===== src/rtl/io_pkg.sv =====
// Shared types and constants for the core's serial I/O responder.
package io_pkg;

   localparam int UART_DATA_BITS = 8;

   localparam logic [5:0] OP_OUT = 6'b011011;
   localparam logic [5:0] OP_IN  = 6'b011010;

   typedef enum logic [1:0] {
      TX_IDLE,
      TX_START,
      TX_DATA,
      TX_STOP
   } tx_state_t;

   typedef enum logic [2:0] {
      RX_IDLE,
      RX_START,
      RX_DATA,
      RX_STOP,
      RX_WAIT_IDLE
   } rx_state_t;

endpackage


===== src/rtl/uart_io_unit_if.sv =====
// Core-side byte handshake: OUT pushes bytes to transmit, IN pulls received bytes.
interface uart_io_unit_if;
   import io_pkg::*;

   logic                      out_valid;
   logic [UART_DATA_BITS-1:0] out_data;
   logic                      out_ready;
   logic                      in_valid;
   logic [UART_DATA_BITS-1:0] in_data;
   logic                      in_ready;

   modport master (
      output out_valid, out_data, in_ready,
      input  out_ready, in_valid, in_data
   );

   modport slave (
      input  out_valid, out_data, in_ready,
      output out_ready, in_valid, in_data
   );

endinterface


===== src/rtl/sync_fifo.sv =====
// Single-clock FIFO with first-word fall-through read data (zero while empty).
module sync_fifo #(
   parameter int WIDTH = 8,
   parameter int DEPTH = 8
) (
   input  logic             clk_i,
   input  logic             rst_ni,
   input  logic             push_i,
   input  logic [WIDTH-1:0] wdata_i,
   input  logic             pop_i,
   output logic [WIDTH-1:0] rdata_o,
   output logic             full_o,
   output logic             empty_o
);

   localparam int AW = $clog2(DEPTH);
   localparam logic [AW:0] DEPTH_C = (AW+1)'(DEPTH);

   logic [WIDTH-1:0] mem_q [DEPTH];
   logic [AW-1:0]    wptr_q, wptr_d;
   logic [AW-1:0]    rptr_q, rptr_d;
   logic [AW:0]      count_q, count_d;
   logic             do_push, do_pop;

   // A push into a full FIFO still lands when the same cycle frees a slot.
   always_comb begin
      do_pop  = pop_i && (count_q != '0);
      do_push = push_i && ((count_q != DEPTH_C) || do_pop);
      wptr_d  = do_push ? wptr_q + AW'(1) : wptr_q;
      rptr_d  = do_pop  ? rptr_q + AW'(1) : rptr_q;
      count_d = count_q;
      if (do_push && !do_pop) begin
         count_d = count_q + (AW+1)'(1);
      end else if (!do_push && do_pop) begin
         count_d = count_q - (AW+1)'(1);
      end
   end

   always_ff @(posedge clk_i) begin
      if (!rst_ni) begin
         wptr_q  <= '0;
         rptr_q  <= '0;
         count_q <= '0;
      end else begin
         wptr_q  <= wptr_d;
         rptr_q  <= rptr_d;
         count_q <= count_d;
      end
   end

   always_ff @(posedge clk_i) begin
      if (do_push) begin
         mem_q[wptr_q] <= wdata_i;
      end
   end

   assign empty_o = (count_q == '0);
   assign full_o  = (count_q == DEPTH_C);
   assign rdata_o = empty_o ? '0 : mem_q[rptr_q];

endmodule


===== src/rtl/uart_io_unit.sv =====
// OUT/IN responder: FIFO-buffered 8N1 transmitter and receiver on the board serial pins.
//
// TX state  | meaning                    RX state     | meaning
// TX_IDLE   | line high, waiting for FIFO RX_IDLE      | waiting for falling edge
// TX_START  | driving start bit           RX_START     | validating start at half bit
// TX_DATA   | shifting 8 bits, LSB first  RX_DATA      | sampling 8 bit centres
// TX_STOP   | driving stop bit            RX_STOP      | checking stop bit
//                                         RX_WAIT_IDLE | line held low after bad stop
module uart_io_unit
   import io_pkg::*;
#(
   parameter int CLK_PER_BIT = 868,
   parameter int FIFO_DEPTH  = 8
) (
   input  logic          CLK,
   input  logic          RSTN,
   uart_io_unit_if.slave io,
   output logic          TXD,
   input  logic          RXD,
   output logic          rx_overrun,
   output logic          rx_frame_err
);

   localparam int TW = $clog2(CLK_PER_BIT);
   localparam logic [TW-1:0] TMR_LAST = TW'(CLK_PER_BIT - 1);
   localparam logic [TW-1:0] TMR_HALF = TW'(CLK_PER_BIT / 2);
   localparam logic [2:0]    BIT_LAST = 3'(UART_DATA_BITS - 1);

   logic                      tx_full, tx_empty, tx_pop;
   logic [UART_DATA_BITS-1:0] tx_head;
   logic                      rx_full, rx_empty, rx_push, rx_pop;

   tx_state_t                 tx_state_q, tx_state_d;
   logic [TW-1:0]             tx_tmr_q, tx_tmr_d;
   logic [2:0]                tx_bit_q, tx_bit_d;
   logic [UART_DATA_BITS-1:0] tx_shift_q, tx_shift_d;
   logic                      txd_q, txd_d;
   logic                      tx_tc;

   rx_state_t                 rx_state_q, rx_state_d;
   logic [1:0]                rx_sync_q;
   logic                      rxd_s;
   logic [TW-1:0]             rx_tmr_q, rx_tmr_d;
   logic [2:0]                rx_bit_q, rx_bit_d;
   logic [UART_DATA_BITS-1:0] rx_shift_q, rx_shift_d;
   logic                      rx_overrun_q, rx_overrun_d;
   logic                      rx_frame_err_q, rx_frame_err_d;
   logic                      rx_tc;

   sync_fifo #(.WIDTH(UART_DATA_BITS), .DEPTH(FIFO_DEPTH)) u_tx_fifo (
      .clk_i   (CLK),
      .rst_ni  (RSTN),
      .push_i  (io.out_valid && io.out_ready),
      .wdata_i (io.out_data),
      .pop_i   (tx_pop),
      .rdata_o (tx_head),
      .full_o  (tx_full),
      .empty_o (tx_empty)
   );

   sync_fifo #(.WIDTH(UART_DATA_BITS), .DEPTH(FIFO_DEPTH)) u_rx_fifo (
      .clk_i   (CLK),
      .rst_ni  (RSTN),
      .push_i  (rx_push),
      .wdata_i (rx_shift_q),
      .pop_i   (rx_pop),
      .rdata_o (io.in_data),
      .full_o  (rx_full),
      .empty_o (rx_empty)
   );

   assign io.out_ready = !tx_full;
   assign io.in_valid  = !rx_empty;
   assign rx_pop       = io.in_valid && io.in_ready;

   // ---------------- transmitter ----------------
   assign tx_tc = (tx_tmr_q == TMR_LAST);

   always_ff @(posedge CLK) begin
      if (!RSTN) begin
         tx_state_q <= TX_IDLE;
         tx_tmr_q   <= '0;
         tx_bit_q   <= '0;
         tx_shift_q <= '0;
         txd_q      <= 1'b1;
      end else begin
         tx_state_q <= tx_state_d;
         tx_tmr_q   <= tx_tmr_d;
         tx_bit_q   <= tx_bit_d;
         tx_shift_q <= tx_shift_d;
         txd_q      <= txd_d;
      end
   end

   always_comb begin
      tx_state_d = tx_state_q;
      case (tx_state_q)
         TX_IDLE:  if (!tx_empty) tx_state_d = TX_START;
         TX_START: if (tx_tc) tx_state_d = TX_DATA;
         TX_DATA:  if (tx_tc && (tx_bit_q == BIT_LAST)) tx_state_d = TX_STOP;
         TX_STOP:  if (tx_tc) tx_state_d = tx_empty ? TX_IDLE : TX_START;
         default:  tx_state_d = TX_IDLE;
      endcase
   end

   // Stop bit chains straight into the next start bit when more data is queued.
   always_comb begin
      tx_tmr_d   = tx_tc ? '0 : tx_tmr_q + TW'(1);
      tx_bit_d   = tx_bit_q;
      tx_shift_d = tx_shift_q;
      txd_d      = txd_q;
      tx_pop     = 1'b0;
      case (tx_state_q)
         TX_IDLE: begin
            tx_tmr_d = '0;
            if (!tx_empty) begin
               tx_pop     = 1'b1;
               tx_shift_d = tx_head;
               txd_d      = 1'b0;
            end
         end
         TX_START: begin
            if (tx_tc) begin
               txd_d    = tx_shift_q[0];
               tx_bit_d = '0;
            end
         end
         TX_DATA: begin
            if (tx_tc) begin
               if (tx_bit_q == BIT_LAST) begin
                  txd_d = 1'b1;
               end else begin
                  tx_shift_d = tx_shift_q >> 1;
                  txd_d      = tx_shift_q[1];
                  tx_bit_d   = tx_bit_q + 3'd1;
               end
            end
         end
         TX_STOP: begin
            if (tx_tc && !tx_empty) begin
               tx_pop     = 1'b1;
               tx_shift_d = tx_head;
               txd_d      = 1'b0;
            end
         end
         default: tx_tmr_d = '0;
      endcase
   end

   assign TXD = txd_q;

   // ---------------- receiver ----------------
   assign rxd_s = rx_sync_q[1];
   assign rx_tc = (rx_tmr_q == TMR_LAST);

   always_ff @(posedge CLK) begin
      if (!RSTN) begin
         rx_sync_q      <= 2'b11;
         rx_state_q     <= RX_IDLE;
         rx_tmr_q       <= '0;
         rx_bit_q       <= '0;
         rx_shift_q     <= '0;
         rx_overrun_q   <= 1'b0;
         rx_frame_err_q <= 1'b0;
      end else begin
         rx_sync_q      <= {rx_sync_q[0], RXD};
         rx_state_q     <= rx_state_d;
         rx_tmr_q       <= rx_tmr_d;
         rx_bit_q       <= rx_bit_d;
         rx_shift_q     <= rx_shift_d;
         rx_overrun_q   <= rx_overrun_d;
         rx_frame_err_q <= rx_frame_err_d;
      end
   end

   always_comb begin
      rx_state_d = rx_state_q;
      case (rx_state_q)
         RX_IDLE:      if (!rxd_s) rx_state_d = RX_START;
         RX_START:     if (rx_tmr_q == TMR_HALF) rx_state_d = rxd_s ? RX_IDLE : RX_DATA;
         RX_DATA:      if (rx_tc && (rx_bit_q == BIT_LAST)) rx_state_d = RX_STOP;
         RX_STOP:      if (rx_tc) rx_state_d = rxd_s ? RX_IDLE : RX_WAIT_IDLE;
         RX_WAIT_IDLE: if (rxd_s) rx_state_d = RX_IDLE;
         default:      rx_state_d = RX_IDLE;
      endcase
   end

   // A full RX FIFO only loses the byte when the core is not popping that cycle.
   always_comb begin
      rx_tmr_d       = rx_tmr_q + TW'(1);
      rx_bit_d       = rx_bit_q;
      rx_shift_d     = rx_shift_q;
      rx_push        = 1'b0;
      rx_overrun_d   = rx_overrun_q;
      rx_frame_err_d = rx_frame_err_q;
      case (rx_state_q)
         RX_IDLE: begin
            rx_tmr_d = '0;
            rx_bit_d = '0;
         end
         RX_START: begin
            if (rx_tmr_q == TMR_HALF) begin
               rx_tmr_d = '0;
               rx_bit_d = '0;
            end
         end
         RX_DATA: begin
            if (rx_tc) begin
               rx_tmr_d   = '0;
               rx_shift_d = {rxd_s, rx_shift_q[UART_DATA_BITS-1:1]};
               rx_bit_d   = rx_bit_q + 3'd1;
            end
         end
         RX_STOP: begin
            if (rx_tc) begin
               rx_tmr_d = '0;
               if (rxd_s) begin
                  rx_push = 1'b1;
                  if (rx_full && !rx_pop) rx_overrun_d = 1'b1;
               end else begin
                  rx_frame_err_d = 1'b1;
               end
            end
         end
         default: rx_tmr_d = '0;
      endcase
   end

   assign rx_overrun   = rx_overrun_q;
   assign rx_frame_err = rx_frame_err_q;

endmodule


===== src/flat_wrapper.sv =====
// flat-port wrapper written by rule: the top's interface ports become plain ports
module uart_io_unit_flat import io_pkg::*;
#(
   parameter int CLK_PER_BIT = 868,
   parameter int FIFO_DEPTH  = 8
)
  (CLK, RSTN, TXD, RXD, rx_overrun, rx_frame_err, io_out_valid, io_out_data, io_in_ready, io_out_ready, io_in_valid, io_in_data);
  uart_io_unit_if io_i ();
  input  logic CLK;
  input  logic RSTN;
  output logic TXD;
  input  logic RXD;
  output logic rx_overrun;
  output logic rx_frame_err;
  input wire logic [$bits(io_i.out_valid)-1:0] io_out_valid;
  input wire logic [$bits(io_i.out_data)-1:0] io_out_data;
  input wire logic [$bits(io_i.in_ready)-1:0] io_in_ready;
  output wire logic [$bits(io_i.out_ready)-1:0] io_out_ready;
  output wire logic [$bits(io_i.in_valid)-1:0] io_in_valid;
  output wire logic [$bits(io_i.in_data)-1:0] io_in_data;
  assign io_i.out_valid = io_out_valid;
  assign io_i.out_data = io_out_data;
  assign io_i.in_ready = io_in_ready;
  assign io_out_ready = io_i.out_ready;
  assign io_in_valid = io_i.in_valid;
  assign io_in_data = io_i.in_data;
  uart_io_unit #(.CLK_PER_BIT(CLK_PER_BIT), .FIFO_DEPTH(FIFO_DEPTH)) u_core (.CLK(CLK), .RSTN(RSTN), .io(io_i), .TXD(TXD), .RXD(RXD), .rx_overrun(rx_overrun), .rx_frame_err(rx_frame_err));
endmodule

===== config.mk =====
export PLATFORM = sky130hd
export DESIGN_NAME = uart_io_unit_flat
export DESIGN_NICKNAME = d
export VERILOG_FILES = /design/src/rtl/io_pkg.sv /design/src/rtl/uart_io_unit_if.sv /design/src/rtl/sync_fifo.sv /design/src/rtl/uart_io_unit.sv /design/src/flat_wrapper.sv
export SDC_FILE = /design/constraint.sdc
export NUM_CORES = 1
export LEC_CHECK = 0
export CORE_MARGIN = 2
export CORE_UTILIZATION = 55
export CTS_CLUSTER_DIAMETER = 100
export DETAILED_ROUTE_END_ITERATION = 8
export PLACE_DENSITY = 0.72
export SYNTH_ARGS = -nofsm -noshare
export SYNTH_HDL_FRONTEND = slang
export SYNTH_SLANG_ARGS = --single-unit

===== constraint.sdc =====
create_clock -name CLK -period 7.25 [get_ports CLK]
set_clock_uncertainty 0.1 [all_clocks]
set_input_delay 0.725 -clock CLK [delete_from_list [all_inputs] [get_ports CLK]]
set_output_delay 0.725 -clock CLK [all_outputs]
set_load 0.02 [all_outputs]

==> results.md <==
* Status: finished clean
* Clk_lat worst skew at just under 0.5 ns
* Largest family of logic cells by synthesized area: multiplexers
* Worst Setup Start Kind: flop
* Most frequent cells in the layout: edfxtp_1, nor2_1, dfxtp_1, nand2_1, a21oi_1
* Yosys Warn Count at 0
* Largest fanout on the critical path at 16
* Power per cell area at about 330 nW/µm²
* Core Region at 15200 µm²
* Starting DRC count in detailed routing at roughly 290
* CTS Buffer Depth at 3
* Port bufs at 25
* Setup tns final at 0 ns
* # DRC at 0
* Hold path startpoint: u_core.rx_sync_q[0]$_SDFF_PN1_
* I/O pin count at 26
* Most common cell after layout, fill and taps aside: edfxtp_1
* Worst Setup Path Type: reg2out
* Top_reg_cell synth: edfxtp_1
* Final core utilization at 64.0%
* CTS tree: built
* Critical Path RT at 6.42 ns
* Final setup violation count at 0
* Clock transition at path regs at 0.06 ns
* Top post-synthesis cells by area: edfxtp_1, dfxtp_1, mux4_2
* Max Slew Vio Count at 0
* Vias in the first global route at 5209
* Final Critical Period at between 3 and 4 ns
* Final Wtd Congestion at 0.799
* Site row count at 45
* Complex-gate fraction of the synthesized area at ~5.7%
* Final WL at 15.3 mm
* Final period util at 52.1%
* DP HPWL at 10.1 mm
* Initial DRT Pass Iterations at 4
* Grt ovf at 0
* Cells after Synth at 639
* Syn_nets at 676
* WHS Path Cells at 1
* Vias per cell at 5.77
* Simple-gate share of the synthesized area at 11.3%
* Leakage at 3.24 nW
* Xor and xnor area share after synthesis at 2.96%
* DIE WIDTH at 129 µm
* Number of synthesized flops with an enable pin at 128
* Via Count at 5035
* Largest net degree at the start of global routing at 42
* CTS H-tree lvls at 1
* Post-route insts no fill at between 800 and 900
* Worst Hold Class: reg2reg
* Adder-cell share of the synthesized area at 3.68%
* Worst-margin pin slew at between 1 and 1.5 ns
* Chip Height at around 130 µm
* Num CTS Buffers at 22
* Post-CTS Setup Repair Bufs at 0
* Power, Total at 3.26 mW
* Mapped Avg Cell Area at 13.4 µm²
* Antenna cells at 0
* Initial antenna violation count at 0
* Post-synthesis async set-or-reset flop share at 0%
* Worst r2r src: u_core.tx_tmr_q[0]$_SDFF_PP0_
* Max-cap violations at 0
* Relative slew slack at approximately 28%
* Arrival time at the worst endpoint at 2.96 ns
* VDD IR max at ~240 µV
* Worst Reg-to-Reg Cells at 13
* Post-synth cell types at 60
* Crit. End Element: primary output
* Crit Reg-Reg Endpoint: u_core.u_tx_fifo.count_q[3]$_SDFFE_PN0P_
* Initial core utilization at a little under three fifths
* Nets@finish at around 710
* Per-cell routed wire length at 17.6 µm
* Placed cells at 832
* CTS sink count at 206
* Mux share of post-synthesis cell area at roughly 11%
* Share of cells above drive strength 1 at 12.0%
* Cell area after synthesis at about 8600 µm²
* GRT Overall Usage at 19.1%
* P&R area growth vs syn at 13.5%
* Final hold violations at 0
* Final-layout fill cell count at roughly 1100
* Hold Path Sink: u_core.rx_sync_q[1]$_SDFF_PN1_
* Post-DRT Antenna Nets at 0
* Yosys top cell by area: edfxtp_1
* Fmax achieved at 265 MHz
* Die area at between 15000 and 20000 µm²
* Share of the synthesized area in the top cell type at 44.8%
* Reg2Reg Setup Slack at a little under 4 ns
* First-pass GRT wire length at 25.0 mm
* Yosys reg bits at 206
* Hold_buf cts at 0
* Seq/Total Area, Yosys at 63.0%
* Clock root cell: clkbuf_16
* RSZ-0062 raised after global routing: false
* CTS resizes at 0
-- power by group --
group | internal, mW | switching [mW] | leakage (nW)
clock | 0.683 | 0.431 | 0.361
combinational | 0.343 | 0.388 | 1.07
sequential | 1.31 | 0.101 | 1.81
-- Yosys cell counts, drive strengths merged (3+ instances only) --
| cell | n |
|---|---|
| a211oi | 4 |
| a21oi | 38 |
| and3 | 5 |
| buf | 14 |
| clkbuf | 13 |
| dfxtp | 78 |
| edfxtp | 128 |
| ha | 22 |
| inv | 13 |
| mux2i | 34 |
| mux4 | 28 |
| nand2 | 38 |
| nand2b | 11 |
| nand3 | 22 |
| nand3b | 3 |
| nor2 | 81 |
| nor3 | 14 |
| nor4 | 7 |
| o2111ai | 3 |
| o21ai | 15 |
| or3 | 4 |
| or3b | 3 |
| xnor2 | 19 |
| xor2 | 10 |
-- registers in the layout, summed over array words and instances (netlist names), 2 cells and up, named ones only --
name,flops
u_core.rx_sync_q,2
u_core.u_tx_fifo.wptr_q,3
u_core.rx_shift_q,8
u_core.tx_state_q,2
u_core.tx_tmr_q,10
u_core.rx_tmr_q,10
u_core.u_tx_fifo.rptr_q,3
u_core.tx_bit_q,3
u_core.rx_bit_q,3
u_core.tx_shift_q,8
u_core.rx_state_q,3
u_core.u_tx_fifo.mem_q,64
u_core.u_tx_fifo.count_q,4
u_core.u_rx_fifo.rptr_q,3
u_core.u_rx_fifo.wptr_q,3
u_core.u_rx_fifo.count_q,4
u_core.u_rx_fifo.mem_q,64
-- how the worst max path moves through the flow --
stage / depth (start not counted) / end / startpoint / slack (ns)
4_1_cts: 4 / io_in_data[6] / flop / 3.38
2_1_floorplan: 13 / u_core.u_tx_fifo.count_q[3]$_SDFFE_PN0P_ / u_core.tx_tmr_q[0]$_SDFF_PP0_ / 4.29
3_3_place_gp: 11 / u_core.u_rx_fifo.count_q[3]$_SDFFE_PN0P_ / io_in_ready / 3.93
6_report: 4 / io_in_data[1] / flop / 3.47
3_5_place_dp: 11 / u_core.u_rx_fifo.count_q[3]$_SDFFE_PN0P_ / io_in_ready / 3.83
5_1_grt: 4 / io_in_data[1] / flop / 3.22
-- metrics by stage --
stage	cell area (µm²)	hold WS [ns]	setup WS, ns
4_1_cts	9740	0.310	3.38
3_3_place_gp	9000	0.290	3.93
3_5_place_dp	9000	0.296	3.83
5_1_grt	9740	0.337	3.22
6_report	9740	0.309	3.47
2_1_floorplan	8580	0.286	4.29
-- critical path, stage by stage (launching register included) --
cell             delay (ns)
dfxtp_1                1.03
mux4_2                 0.61
mux2i_1                0.18
nor2_1                 0.06
clkdlybuf4s50_1        0.58
-- per-layer routing --
| metal | global-route usage [%] | vias to the layer above | wire (µm) |
|---|---|---|---|
| met5 | 0 | - | 0 |
| li1 | - | 2421 | - |
| met4 | 7.03 | 0 | 350 |
| met2 | 35.1 | 100 | 8060 |
| met3 | 3.37 | 33 | 603 |
| met1 | 22.3 | 2481 | 6310 |
-- cell type report --
class	instances	area, µm²	share of cell area, %
Timing Repair Buffer	32	303	3.11
Tap cell	188	235	2.42
Inverter	14	52.6	0.540
Multi-Input combinational cell	392	3000	30.9
Clock buffer	31	636	6.53
Clock inverter	9	101	1.04
Sequential cell	206	5410	55.5
-- cell families (layout without fill, tap and decap cells) --
group                    after synthesis  count (layout)
XOR/XNOR                              29              29
flip-flops                           206             206
AND/OR/NAND/NOR                      200             200
AO/OA/AOI/OAI                         77              77
adder cells (fa/ha/maj)               24              24
multiplexers                          62              62
buffers and inverters                 41              86
(Power assumes the default switching activity.)
